File: src/rtl/cmd_issuer.sv
// Keypad-to-calculator command sequencer: builds signed operands from keys and issues LOAD/ADD/SUB/CLRLD/DISP strobes.
// Optional sticky overflow flag on the error output, enabled by defining CMD_ISSUER_OVF_LATCH_EN.
module cmd_issuer #(
    parameter int SETTLE_CYCLES = 4
) (
    input  logic       clk,
    input  logic       reset,
    input  logic       key_valid,
    input  logic [3:0] key_code,
    input  logic       ready,
    input  logic       overflow,
    output logic       new_instruction,
    output logic [2:0] instruction,
    output logic [7:0] data,
    output logic       busy,
    output logic [7:0] entry,
    output logic       key_drop,
    output logic       error
);

    typedef enum logic [2:0] {
        OP_CLRLD = 3'b000,
        OP_ADD   = 3'b001,
        OP_SUB   = 3'b010,
        OP_DISP  = 3'b011,
        OP_LOAD  = 3'b100
    } op_t;

    typedef enum logic [1:0] {
        S_IDLE,
        S_ISSUE,
        S_WAIT
    } state_t;

    localparam logic [3:0] WAIT_LAST = 4'(SETTLE_CYCLES - 1);

    state_t      state;
    op_t         queue [0:2];
    logic [1:0]  q_len;
    logic [1:0]  q_ptr;
    logic [3:0]  wait_cnt;
    logic [6:0]  mag;
    logic        neg;
    logic [10:0] mag_prod;
    logic [6:0]  mag_sat;
    logic        accept;
    logic        wait_done;
    logic        queue_empty;
    logic        issue_now;
    op_t         cur_op;

    // NOTE: every always_comb output gets a value on every path, otherwise a latch is inferred.
    always_comb begin
        mag_prod = 11'd10 * {4'd0, mag} + {7'd0, key_code};
        mag_sat  = (mag_prod > 11'd127) ? 7'd127 : mag_prod[6:0];
    end

    assign entry       = neg ? (8'd0 - {1'b0, mag}) : {1'b0, mag};
    assign accept      = key_valid && !busy;
    assign wait_done   = (wait_cnt == WAIT_LAST);
    assign queue_empty = (q_ptr == q_len);
    assign cur_op      = queue[q_ptr];

    // IDLE with busy set is the launch cycle after a key queued commands.
    assign issue_now = ((state == S_IDLE) && busy) ||
                       ((state == S_WAIT) && wait_done && ready && !queue_empty);

    // NOTE: sequential state uses non-blocking assignments so every register samples pre-edge values.
    always_ff @(posedge clk or posedge reset) begin
        if (reset) begin
            state           <= S_IDLE;
            busy            <= 1'b0;
            new_instruction <= 1'b0;
            instruction     <= OP_DISP;
            data            <= 8'd0;
            key_drop        <= 1'b0;
            mag             <= 7'd0;
            neg             <= 1'b0;
            q_len           <= 2'd0;
            q_ptr           <= 2'd0;
            wait_cnt        <= 4'd0;
            // NOTE: the three-entry queue is reset like any register; it is flops, not a RAM.
            for (int i = 0; i < 3; i++) queue[i] <= OP_DISP;
        end else begin
            new_instruction <= 1'b0;
            key_drop        <= key_valid && busy && (key_code != 4'hD);

            if (accept) begin
                case (key_code)
                    4'hA: begin
                        queue[0] <= OP_LOAD;
                        queue[1] <= OP_ADD;
                        queue[2] <= OP_DISP;
                        q_len    <= 2'd3;
                        q_ptr    <= 2'd0;
                        busy     <= 1'b1;
                    end
                    4'hB: begin
                        queue[0] <= OP_LOAD;
                        queue[1] <= OP_SUB;
                        queue[2] <= OP_DISP;
                        q_len    <= 2'd3;
                        q_ptr    <= 2'd0;
                        busy     <= 1'b1;
                    end
                    4'hC: begin
                        queue[0] <= OP_CLRLD;
                        q_len    <= 2'd1;
                        q_ptr    <= 2'd0;
                        busy     <= 1'b1;
                        mag      <= 7'd0;
                        neg      <= 1'b0;
                    end
                    4'hD: ;
                    4'hE: neg <= !neg;
                    4'hF: begin
                        queue[0] <= OP_DISP;
                        q_len    <= 2'd1;
                        q_ptr    <= 2'd0;
                        busy     <= 1'b1;
                    end
                    default: mag <= mag_sat;
                endcase
            end

            case (state)
                S_IDLE: ;
                S_ISSUE: begin
                    state    <= S_WAIT;
                    wait_cnt <= 4'd0;
                end
                S_WAIT: begin
                    if (!wait_done) begin
                        wait_cnt <= wait_cnt + 4'd1;
                    end else if (ready && queue_empty) begin
                        state <= S_IDLE;
                        busy  <= 1'b0;
                    end
                end
                default: state <= S_IDLE;
            endcase

            // Strobe and operand are registered on entry to ISSUE and then held until the next issue.
            if (issue_now) begin
                state           <= S_ISSUE;
                new_instruction <= 1'b1;
                instruction     <= cur_op;
                q_ptr           <= q_ptr + 2'd1;
                if (cur_op == OP_LOAD) begin
                    data <= entry;
                    mag  <= 7'd0;
                    neg  <= 1'b0;
                end else begin
                    data <= 8'd0;
                end
            end
        end
    end

`ifdef CMD_ISSUER_OVF_LATCH_EN
    always_ff @(posedge clk or posedge reset) begin
        if (reset) begin
            error <= 1'b0;
        end else if (accept && (key_code == 4'hC)) begin
            error <= 1'b0;
        end else if ((state == S_WAIT) && overflow &&
                     ((instruction == OP_ADD) || (instruction == OP_SUB))) begin
            error <= 1'b1;
        end
    end
`else
    logic unused_overflow;
    assign unused_overflow = overflow;
    assign error           = 1'b0;
`endif

endmodule

File: config.mk
export PLATFORM = sky130hd
export DESIGN_NAME = cmd_issuer
export DESIGN_NICKNAME = d
export VERILOG_FILES = /design/src/rtl/cmd_issuer.sv
export SDC_FILE = /design/constraint.sdc
export NUM_CORES = 1
export LEC_CHECK = 0
export CELL_PAD_IN_SITES_DETAIL_PLACEMENT = 0
export CELL_PAD_IN_SITES_GLOBAL_PLACEMENT = 2
export CORE_AREA = 2 2 84 86
export CTS_BUF_LIST = sky130_fd_sc_hd__clkbuf_4 sky130_fd_sc_hd__clkbuf_8 sky130_fd_sc_hd__clkbuf_16
export DETAILED_ROUTE_END_ITERATION = 16
export DIE_AREA = 0 0 86 88
export GPL_TIMING_DRIVEN = 1
export PLACE_DENSITY = 0.89
export SLEW_MARGIN = 15
export SYNTH_ARGS = -nofsm -noshare
export SYNTH_HDL_FRONTEND = slang
export SYNTH_SLANG_ARGS = --single-unit
File: constraint.sdc
create_clock -name clk -period 3.1 [get_ports clk]
set_input_delay 0.62 -clock clk [delete_from_list [all_inputs] [get_ports clk]]
set_output_delay 0.62 -clock clk [all_outputs]
set_load 0.03 [all_outputs]
Word-level counts from Yosys, hierarchy flattened
Cells that the tools add are included.
{"block": "word_totals", "ff_bits": 41, "inputBits": 9, "output_inout_bits": 23, "word_cells": 99}
{"block": "op_classes", "n_addsub": 4, "multipliers": 1, "order_cmp": 2, "eq_ne": 16, "mux": 32, "bitwise_logic": 1, "n_reduce_logical": 29}
{"op": "two-way mux 7 bit", "count": 4}
{"op": "equality test 4 bit, second input constant", "count": 6}
{"op": "two-way mux 8 bit", "count": 2}
{"op": "one-hot mux 7 bit (2 select lines)", "count": 1}
{"op": "two-way mux 2 bit", "count": 6}
{"op": "one-hot mux 6 bit (2 select lines)", "count": 1}
{"op": "adder 11 x 4 -> 11 bit", "count": 1}
{"op": "> comparator 11 x 7 -> 1 bit, second input constant", "count": 1}
{"op": "multiplier 3 x 7 -> 10 bit, first input constant", "count": 1}
{"op": "AND reduction 2 bit", "count": 5}
{"op": "nonzero test 2 bit", "count": 5}
{"op": "two-way mux 1 bit", "count": 9}
{"op": "one-hot mux 3 bit (3 select lines)", "count": 1}
{"op": "logical AND 1 bit", "count": 8}
{"op": "one-hot mux 4 bit (2 select lines)", "count": 1}
{"op": "subtractor 1 x 7 -> 8 bit, first input constant", "count": 1}
{"op": "binary-select mux 3 bit (select 2 bit)", "count": 1}
{"op": "two-way mux 3 bit", "count": 2}
{"op": "one-hot mux 2 bit (3 select lines)", "count": 1}
{"op": "OR reduction 5 bit", "count": 1}
{"op": "adder 4 x 1 -> 4 bit, second input constant", "count": 1}
{"op": "equality test 4 x 2 -> 1 bit, second input constant", "count": 1}
{"op": "two-way mux 4 bit", "count": 1}
{"op": "inequality test 2 bit, second input constant", "count": 2}
{"op": "19 further kinds", "count": 22}

Depth between registers and ports, before layout
{"block": "logic_depth", "depth_word": 8, "mapped_depth": 8, "mapped_depth_nobuf": 8}

Worst setup path after synthesis
Ideal clock, no wire load.
{"block": "synth_path", "path_type": "register to register", "start": "reg mag[1]", "end": "reg mag[0]", "setup_time_ns": 0.149, "t_arrival_ns": 2.717, "required_ns": 2.951, "setup_slack_ns": 0.233, "stages_incl_launch_ff": 9, "n_path_buf": 0, "period_less_slack_ns": 2.867, "cell_sequence": "dfrtp_1 > ha_1 > ha_1 > fa_1 > or4b_1 > nor4b_2 > a211oi_1 > a2111oi_4 > a221oi_1"}
{"block": "synth_between", "elab_chain_len": 8}
{"item": "start, declared", "line_no": "42", "source": "logic [6:0] mag;"}
{"item": "start signal, assigned", "line_no": "122", "source": "default: mag <= mag_sat;"}
{"item": "multiplier 3 x 7 -> 10 bit (*)", "line_no": "54", "source": "mag_prod = 11'd10 * {4'd0, mag} + {7'd0, key_code};"}
{"item": "adder 11 x 4 -> 11 bit (*)", "line_no": "54"}
{"item": "> comparator 11 x 7 -> 1 bit (*)", "line_no": "55", "source": "mag_sat = (mag_prod > 11'd127) ? 7'd127 : mag_prod[6:0];"}
{"item": "two-way mux 7 bit (*)", "line_no": "55"}
{"item": "one-hot mux 7 bit (2 select lines) (*)", "line_no": "89", "source": "case (key_code)"}
{"item": "two-way mux 7 bit (*)", "line_no": "88", "source": "if (accept) begin"}
{"item": "two-way mux 7 bit", "line_no": "149", "source": "if (cur_op == OP_LOAD) begin"}
{"item": "two-way mux 7 bit (*)", "line_no": "144", "source": "if (issue_now) begin"}
Every way passes the cells marked *; elsewhere a longest branch is shown, timed or not.
A chain may end at the register's enable or synchronous reset.

Worst setup path after layout
{"block": "layout_path", "start": "reg mag[4]", "end": "out entry[6]"}
{"block": "layout_between", "elab_chain_len": 2}
{"item": "subtractor 1 x 7 -> 8 bit", "line_no": "58", "source": "assign entry = neg ? (8'd0 - {1'b0, mag}) : {1'b0, mag};"}
{"item": "two-way mux 8 bit", "line_no": "58"}
{"item": "end, declared", "line_no": "16", "source": "output logic [7:0] entry,"}
Every way passes these cells.

==> metrics.md <==
| Metric | Value |
|---|---|
| DR vias | 1742 |
| Crit end category | output port |
| Yosys top cell area share | 0.3541 |
| Required @ worst endpoint | 2.48 ns |
| Post-synthesis xor/xnor area fraction | 0.05197 |
| Synth unique cells | 46 |
| Static leakage | 1.256 nW |
| Commonest cells after routing, fill and taps aside | dfrtp_1, clkdlybuf4s50_1, nand2_1 |
| WL final | 4562 microns |
| Compound-Gate Fraction of Synth Area | 0.2216 |
| Fin Clk Skew | 0.004694 ns |
| Ys Warns | 0 |
| DRC | 0 |
| Mux cell area share after synthesis | 0.01942 |
| TritonCTS clock tree | yes |
| Number of synthesized flops with an enable pin | 0 |
| Crit path kind | reg -> out |
| Synth-to-layout area growth | 24.67% |
| Core Footprint | 0.006644 sq mm |
| Crit path time final | 2.941 ns |
| Mean Syn Cell Area | 9.958 sq um |
| FFs w/ async S/R, synth | 1.000 |
| Fin crit share | 0.9488 |
| Die W | 86 microns |
| Final Max Tran Viols | 0 |
| Seq/Total Area, Yosys | 0.4140 |
| Sw frac | 0.3763 |
| Worst reg2reg path startpoint | mag[1]$_DFF_PP0_ |
| VDD IR max | 153.4 uV |
| Antenna diode count | 0 |
| Startpoint Class | flip-flop |
| Clock network power share | 0.210 |
| Synth Instances | 220 |
| Maxcap violations | 0 |
| Sw Pwr | 0.6413 mW |
| Setup TNS | 0 ns |
| Non-Filler Instances | 340 |
| Synth area leaders | dfrtp_1, ha_1, dfstp_2 |
| CP Max Fanout | 6 |
| Endpoints failing hold | 0 |
| Least-Margin Pin Slew | 0.6513 ns |
| Int Pwr | 1.063 mW |
| First-pass GRT wire length | 7824 microns |
| Initial Util | 0.3298 |
| Simple-gate share of the synthesized area | 0.1451 |
| GRT Total Usage | 0.1306 |
| Total CTS buffers | 5 |
| Longest Clk Path Bufs | 2 |
| TritonRoute pass-1 iters | 4 |
| Share of layout cells above drive strength 1 | 0.1462 |
| Placer Congestion | 0.7400 |
| Synthesized area | 0.002191 sq mm |
| Top_reg_cell synth | dfrtp_1 |
| CTS Root Cell | clkbuf_8 |
| Antenna viol nets, final | 0 |
| Largest family of logic cells by synthesized area | compound AO/OA/AOI/OAI gates |
| Routed vias/inst | 5.124 |
| Largest net degree at the start of global routing | 37 |
| Flops & latches, synth | 36 |
| Peak Freq | 0.3400 GHz |
| Cell Pwr Density | 623.9 mW/mm^2 |
| Setup bufs post-CTS | 0 |
| Post-layout nets | 285 |
| DR WL/cell | 13.42 microns |
| Worst setup startpoint | mag[4]$_DFF_PP0_ |
| Antenna violations before repair | 0 |
| HP Class | reg -> reg |
| Grt ovf | 0 |
| H-tree depth | 2 |
| Worst rel slew slack | 0.5644 |
| Clk sinks | 36 |
| I/O pins | 32 |
| # setup viols final | 0 |
| Die area | 0.007568 sq mm |
| Worst-path clk slew | 0.07 ns |
| Most common cell after layout, fill and taps aside | dfrtp_1 |
| Setup repair after global routing missed its margin | false |
| Vias in the first global route | 1664 |
| Adder-cell share of the synthesized area | 0.1039 |
| Net Count, Synth | 246 |
| Largest area contributor in the netlist | dfrtp_1 |
| CP arrival | 2.32 ns |
| Iter 0 DRT Violations | 95 |
| PortBufs | 29 |
| Worst-Skew Late Latency | 0.28 ns |
| Post_cts resized | 0 |
| Hold_sp | instruction[1]$_DFFE_PP1N_ |
| Status | finished clean |
| DP HPWL | 3450 microns |
| Sequential Power Share | 0.418 |
| Combinational power share | 0.372 |
| Die H | 88 microns |
| Utilization after layout | 0.4111 |
| Placed Cells | 332 |
| Num rows | 30 |
| Cts hold-fix bufs | 0 |
[cells in the mapped netlist (3+ instances only)]
master     n
a22o_1     8
o22ai_1    3
nor3_1     5
xor2_1     3
nand2_1   21
o31ai_1    4
ha_1      15
o21ai_0   11
or3_1      5
a21o_2     3
a21o_1     4
inv_1     12
a221oi_1   6
a21oi_1   19
xnor2_1   10
nor2_1     8
dfrtp_1   31
nand2b_1   6
nand3_1    4
clkbuf_1   6
dfstp_2    5
[cell type report]
cell class | count | area [sq um]
tap | 80 | 100.1
fill | 662 | 3913
inverter | 12 | 45.04
clock buffer | 8 | 97.59
sequential | 36 | 907.1
timing repair buffer | 42 | 390.4
multi-input combinational | 162 | 1191
[power by group through the flow]
| stage | logic (mW) | clock network [mW] | registers, mW |
|---|---|---|---|
| 5_1_grt | 0.706 | 0.390 | 0.735 |
| 3_3_place_gp | 0.628 | 0 | 0.717 |
| 3_5_place_dp | 0.638 | 0 | 0.721 |
| 2_1_floorplan | 0.430 | 0 | 0.733 |
| 6_report | 0.634 | 0.358 | 0.712 |
| 4_1_cts | 0.641 | 0.371 | 0.714 |
[flip-flops by register name, summed over array words and instances, names as in the netlist]
| name | cells |
|---|---|
| key_drop | 1 |
| data | 8 |
| state | 2 |
| new_instruction | 1 |
| mag | 7 |
| q_ptr | 2 |
| wait_cnt | 4 |
| neg | 1 |
| queue | 4 |
| q_len | 2 |
| busy | 1 |
| instruction | 3 |
[routing by layer]
layer	track usage	vias up	part of all wire
met5	0	-	0
met1	0.1750	817	0.49
li1	-	878	-
met3	0.02733	8	0.039
met4	0.06349	0	0.024
met2	0.2008	39	0.45
[metrics by stage]
stage	total power, mW	area, sq um	worst slack (ns)	hold slack, ns
global placement	1.346	2631	0.09627	0.4611
floorplan	1.163	2191	0.2334	0.4506
global route	1.831	2731	0.03782	0.4859
CTS	1.726	2729	0.07019	0.4757
finish	1.704	2731	0.1588	0.4712
detailed placement	1.359	2631	0.06064	0.4653
[cells by family (layout without fill, tap and decap cells)]
kind of cell | Yosys count | after routing
mux | 4 | 4
fa+ha+maj | 17 | 17
compound gates | 68 | 68
other cells | 1 | 1
xor+xnor | 13 | 13
flops | 36 | 36
buf+inv | 22 | 62
simple gates | 59 | 59
[final timing paths]
check	endpoint	slack [ns]	cells after the start
worst min register to register	instruction[1]$_DFFE_PP1N_	0.47	2
min in group asynchronous	key_drop$_DFF_PP0_	0.74	3
worst min-delay path	instruction[1]$_DFFE_PP1N_	0.47	2
worst max-delay path	entry[6]	0.16	5
worst max register to register	mag[0]$_DFF_PP0_	0.18	9
max in group asynchronous	queue[3]$_DFFE_PP1P_	2.00	3
[worst max-delay path, stage by stage (launching register included)]
cell             delay (ns)
dfrtp_1                0.40
buf_4                  0.17
or3_1                  0.36
o21ai_0                0.23
xnor2_1                0.17
clkdlybuf4s50_1        0.70
Note: power is estimated with default switching activity, not from simulation.
